$ cat src/rtl/mux2_arb_pkg.sv
// mux2_arb_pkg
//   Shared definitions for the two-requester packet-locked round-robin arbiter:
//   the arbitration state type and the mux select encodings.
package mux2_arb_pkg;

    typedef enum logic [1:0] {
        IDLE    = 2'd0,
        GRANT_A = 2'd1,
        GRANT_B = 2'd2
    } arb_state_t;

    localparam logic SEL_A = 1'b0;
    localparam logic SEL_B = 1'b1;

endpackage

$ cat src/rtl/mux2_out_slice.sv
// mux2_out_slice
//   One-deep registered output stage. Holds a single beat and presents it
//   downstream until it is taken.
// Ports:
//   clk, rst    : clock, synchronous active-high reset
//   load        : capture load_data/load_last this cycle
//   load_data   : payload to capture
//   load_last   : end-of-packet flag to capture
//   y_ready     : downstream accepts the held beat
//   y_valid     : a beat is held
//   y_data      : held payload
//   y_last      : held end-of-packet flag
//   space       : the stage can take a new beat this cycle
module mux2_out_slice #(
    parameter int DATA_W = 8
) (
    input  logic              clk,
    input  logic              rst,
    input  logic              load,
    input  logic [DATA_W-1:0] load_data,
    input  logic              load_last,
    input  logic              y_ready,
    output logic              y_valid,
    output logic [DATA_W-1:0] y_data,
    output logic              y_last,
    output logic              space
);

    // Empty, or the held beat leaves this cycle.
    assign space = !y_valid || y_ready;

    always_ff @(posedge clk) begin
        if (rst) begin
            y_valid <= 1'b0;
            y_data  <= '0;
            y_last  <= 1'b0;
        end else if (load) begin
            // A load while draining simply replaces the outgoing beat.
            y_valid <= 1'b1;
            y_data  <= load_data;
            y_last  <= load_last;
        end else if (y_ready) begin
            y_valid <= 1'b0;
        end
    end

endmodule

$ cat src/rtl/mux2_rr_arbiter.sv
// mux2_rr_arbiter
//   Shares one output path between requesters A and B. A grant is held for a
//   whole packet (until the beat with last=1 is accepted); ties in IDLE are
//   broken by a round-robin priority flop that flips to the other side after
//   every packet.
// Ports:
//   clk, rst                    : clock, synchronous active-high reset
//   a_valid/a_data/a_last/a_ready : requester A valid/ready channel
//   b_valid/b_data/b_last/b_ready : requester B valid/ready channel
//   y_valid/y_data/y_last/y_ready : shared output channel (registered)
//   sel                         : 0 = A, 1 = B; meaningful while busy
//   busy                        : a packet grant is held
module mux2_rr_arbiter
    import mux2_arb_pkg::*;
#(
    parameter int DATA_W = 8
) (
    input  logic              clk,
    input  logic              rst,
    input  logic              a_valid,
    input  logic [DATA_W-1:0] a_data,
    input  logic              a_last,
    output logic              a_ready,
    input  logic              b_valid,
    input  logic [DATA_W-1:0] b_data,
    input  logic              b_last,
    output logic              b_ready,
    output logic              y_valid,
    output logic [DATA_W-1:0] y_data,
    output logic              y_last,
    input  logic              y_ready,
    output logic              sel,
    output logic              busy
);

    arb_state_t        state;
    logic              prio;
    logic              space;
    logic              a_take;
    logic              b_take;
    logic              load;
    logic [DATA_W-1:0] mux_data;
    logic              mux_last;

    // Readies depend only on state and the output register, never on valids.
    assign a_ready = (state == GRANT_A) && space;
    assign b_ready = (state == GRANT_B) && space;
    assign a_take  = a_valid && a_ready;
    assign b_take  = b_valid && b_ready;
    assign load    = a_take || b_take;

    always_comb begin
        mux_data = a_data;
        mux_last = a_last;
        if (sel == SEL_B) begin
            mux_data = b_data;
            mux_last = b_last;
        end
    end

    always_ff @(posedge clk) begin
        if (rst) begin
            state <= IDLE;
            prio  <= SEL_A;
            sel   <= SEL_A;
            busy  <= 1'b0;
        end else begin
            unique case (state)
                IDLE: begin
                    if (a_valid && (!b_valid || prio == SEL_A)) begin
                        state <= GRANT_A;
                        sel   <= SEL_A;
                        busy  <= 1'b1;
                    end else if (b_valid) begin
                        state <= GRANT_B;
                        sel   <= SEL_B;
                        busy  <= 1'b1;
                    end
                end
                GRANT_A: begin
                    if (a_take && a_last) begin
                        state <= IDLE;
                        prio  <= SEL_B;
                        sel   <= SEL_A;
                        busy  <= 1'b0;
                    end
                end
                GRANT_B: begin
                    if (b_take && b_last) begin
                        state <= IDLE;
                        prio  <= SEL_A;
                        sel   <= SEL_A;
                        busy  <= 1'b0;
                    end
                end
                default: begin
                    state <= IDLE;
                    sel   <= SEL_A;
                    busy  <= 1'b0;
                end
            endcase
        end
    end

    mux2_out_slice #(
        .DATA_W(DATA_W)
    ) u_out_slice (
        .clk       (clk),
        .rst       (rst),
        .load      (load),
        .load_data (mux_data),
        .load_last (mux_last),
        .y_ready   (y_ready),
        .y_valid   (y_valid),
        .y_data    (y_data),
        .y_last    (y_last),
        .space     (space)
    );

endmodule
$ cat config.mk
export PLATFORM = sky130hd
export DESIGN_NAME = mux2_rr_arbiter
export DESIGN_NICKNAME = d
export VERILOG_FILES = /design/src/rtl/mux2_arb_pkg.sv /design/src/rtl/mux2_out_slice.sv /design/src/rtl/mux2_rr_arbiter.sv
export SDC_FILE = /design/constraint.sdc
export NUM_CORES = 1
export LEC_CHECK = 0
export CORE_ASPECT_RATIO = 0.8
export CORE_MARGIN = 2
export CORE_UTILIZATION = 40
export DETAILED_ROUTE_END_ITERATION = 16
export PLACE_DENSITY_LB_ADDON = 0.08
export SYNTH_ARGS = -nofsm -noshare
export SYNTH_HDL_FRONTEND = slang
export SYNTH_SLANG_ARGS = --single-unit
$ cat constraint.sdc
create_clock -name clk -period 1.9 [get_ports clk]
set_input_delay 0.19 -clock clk [delete_from_list [all_inputs] [get_ports clk]]
set_output_delay 0.19 -clock clk [all_outputs]
set_load 0.01 [all_outputs]
==> results of run 1 <==
## layer usage
layer  GRT usage [%]  share of wire (%)  vias up
met2            29.6                 45       26
met1            21.0                 47      295
met5               0                  0        -
met3            7.86                8.0        2
li1                -                  -      338
met4            4.05               0.52        0
## stage by stage
stage                     instances  hold slack, ps  power (mW)
after floorplan                  71             262       0.467
after global placement          130             487       0.591
after detailed placement        130             495       0.598
after CTS                       134             510       0.819
after global routing            134             545       0.848
final                           134             506       0.806
## worst max-delay path: stages, from the launching register on
cell and delay, ps:
dfxtp_2 410, nor2b_1 170, nor2b_1 190, clkdlybuf4s50_1 570
## power by group through the flow
stage	registers, mW	clock network [mW]	logic (mW)
2_1_floorplan	0.356	0	0.111
3_3_place_gp	0.345	0	0.246
3_5_place_dp	0.346	0	0.251
4_1_cts	0.340	0.226	0.253
5_1_grt	0.344	0.235	0.270
6_report	0.339	0.216	0.250
## worst max-delay path by stage
stage                                       end  slack (ps)  cells after the start
final                                   b_ready          90                      3
after global routing                    b_ready          20                      3
after CTS                               b_ready          90                      3
after detailed placement                a_ready         130                      4
after global placement                  a_ready         130                      4
after floorplan           u_out_slice.y_data[0]         700                      4
## cells in the final DEF (no fill, tap or decap), drive strengths merged
master / netlist / routed
a311oi: 2 / 2
clkdlybuf4s50: 0 / 36
a31oi: 2 / 2
nand2: 3 / 3
a21oi: 3 / 3
nor2: 12 / 12
nand2b: 1 / 1
or2: 1 / 1
a211oi: 9 / 9
nor2b: 3 / 3
nand3: 2 / 2
and2b: 2 / 2
nand3b: 2 / 2
o21ai: 2 / 2
buf: 3 / 4
mux2i: 9 / 9
clkbuf: 0 / 4
dfxtp: 14 / 14
inv: 1 / 1
## flip-flops by register name, indices dropped and copies added, names as in the netlist
register             count
u_out_slice.y_data       8
busy                     1
prio                     1
sel                      1
state                    1
u_out_slice.y_last       1
u_out_slice.y_valid      1
## layout make-up
cell class	count	area, um^2
inverter	1	3.75
clock buffer	4	36.3
tap	22	27.5
timing repair buffer	40	390
sequential	14	282
fill	130	493
multi-input combinational	53	394
## logic make-up after synthesis
family                 share of synthesized area, %
AO/OA/AOI/OAI                                  24.2
multiplexers                                   12.9
flip-flops                                     40.1
buffers and inverters                          3.40
AND/OR/NAND/NOR                                19.4
==> summary.md, run 1 <==
| Metric | Value |
|---|---|
| Int Power | 0.583 mW |
| Final Instance Area | roughly 0.0011 mm^2 |
| Max-slew violations | 0 |
| WL final | about 1700 um |
| Post-CTS Setup Inserts | 0 |
| Synth Net Count | 94 |
| Synthesized cell area | approximately 700 um^2 |
| Synth area leaders | dfxtp_1 40%, mux2i_1 13%, a211oi_2 13% |
| Pre-antenna DRT Iters | 4 |
| Netlist cell types | 23 |
| Comb pwr share | between 30% and 40% |
| Status | finished, final reports clean |
| Synth cell count leaders | 14 x dfxtp_1, 10 x nor2_1, 9 x mux2i_1 |
| RR Endpoint | u_out_slice.y_last |
| Clk pwr share | a little over a quarter |
| Ratio of cells with drive above 1 in the final layout | a little under a fifth |
| Post-Synthesis Cells | 71 |
| Hold Path Origin | u_out_slice.y_data[7] |
| Syn Area/Cell | 9.83 um^2 |
| Dominant cell by count in the synthesized netlist | dfxtp_1 |
| Pwr dens | between 700 and 800 mW/mm^2 |
| Critical path startpoint category | register |
| Setup_tns | 0 ps |
| Area Growth Syn to Fin | 62.4% |
| Worst EP required | ~1700 ps |
| H-tree Lvls | 1 |
| All-Layer GR Usage | between 15 and 20% |
| Post-route ant nets | 0 |
| Tcrit/Tclk final | a little over nine tenths |
| CTS Buffer Depth | 2 |
| Crit path DAT | about 1600 ps |
| Reg2reg setup slack | around 600 ps |
| Yosys top cell area share | between 40% and 50% |
| Rows | 13 |
| Peak Freq | between 500 and 600 MHz |
| RD Place Congestion | 0.654 |
| Vias per cell | approximately 4.9 |
| Worst Setup SP | sel |
| Post-detail-place hpwl | ~1300 um |
| Ys flop type | dfxtp_1 |
| Iteration-0 DRC Markers | 14 |
| Total CTS buffers | 3 |
| Tightest Pin Transition | ~360 ps |
| Vias in the first global route | 560 |
| Synth area leader | dfxtp_1 |
| Worst r2r src | state[0] |
| Fin crit period | between 1500 and 2000 ps |
| Reg2Reg Depth | 5 |
| Initial core utilization | roughly 43% |
| Hold Buf Count CTS | 0 |
| First-pass GRT wire length | between 2000 and 3000 um |
| Setup WS pre-CTS | approximately 130 ps |
| Reg clk slew, reported paths | about 90 ps |
| Register area share after synthesis | around two fifths |
| Max-cap viol count | 0 |
| Endpoints failing hold | 0 |
| Switching Fraction | between 20% and 30% |
| # setup viols final | 0 |
| Drt wl/cell | 12.9 um |
| Sequential Power Share | 42.1% |
| Skew final | around 8.6 ps |
| Slew margin rel. | 75.8% |
| Die outline width | approximately 50 um |
| Leakage | between 0.3 and 0.4 nW |
| Worst vdd ir | 0.455 mV |
| Seq cells post-synth | 14 |
| Hold endpoint | u_out_slice.y_data[7] |
| Hold/Removal Path Class | reg -> reg |
| Ports | 37 |
| WS Path Type | reg -> out |
| Layout Nets | about 140 |
| Crit end category | primary output |
| Vias post-DR | ~660 |
| Antenna violations before repair | 0 |
| Setup WS post-layout | 93.0 ps |
| Post-synth EDFFs | 0 |
| Core area | approximately 0.0016 mm^2 |
| # DRC | 0 |
| Switching pwr | roughly 0.22 mW |
| Total congestion overflow | 0 |
| CTS tree | yes |
| Die height | about 41 um |
| Layout Utilization | between 60% and 70% |
| CP Max Fanout | 8 |
| CTS resizes | 1 |
| Pin count of the biggest net entering global routing | 11 |
| Hold path depth | 2 |
| Die footprint | 0.00210 mm^2 |
| RSZ-0062 raised after global routing | false |
| Placed Area | ~0.0011 mm^2 |
| Post-synth ARST share | 0% |
| Port bufs | 36 |
| Worst skew pair latency | 280 ps |
| CTS sink cnt | 14 |
| Root Buffer | clkbuf_4 |
| Inserted Diodes | 0 |
| YS warnings | 0 |
No activity file was read; power rests on OpenSTA's default activity.
==> run 2: changes to the inputs <==
CAP_MARGIN = 20   (was default)
==> results of run 2 <==
Final layout, timing and power as in run 1 (identical DEF).
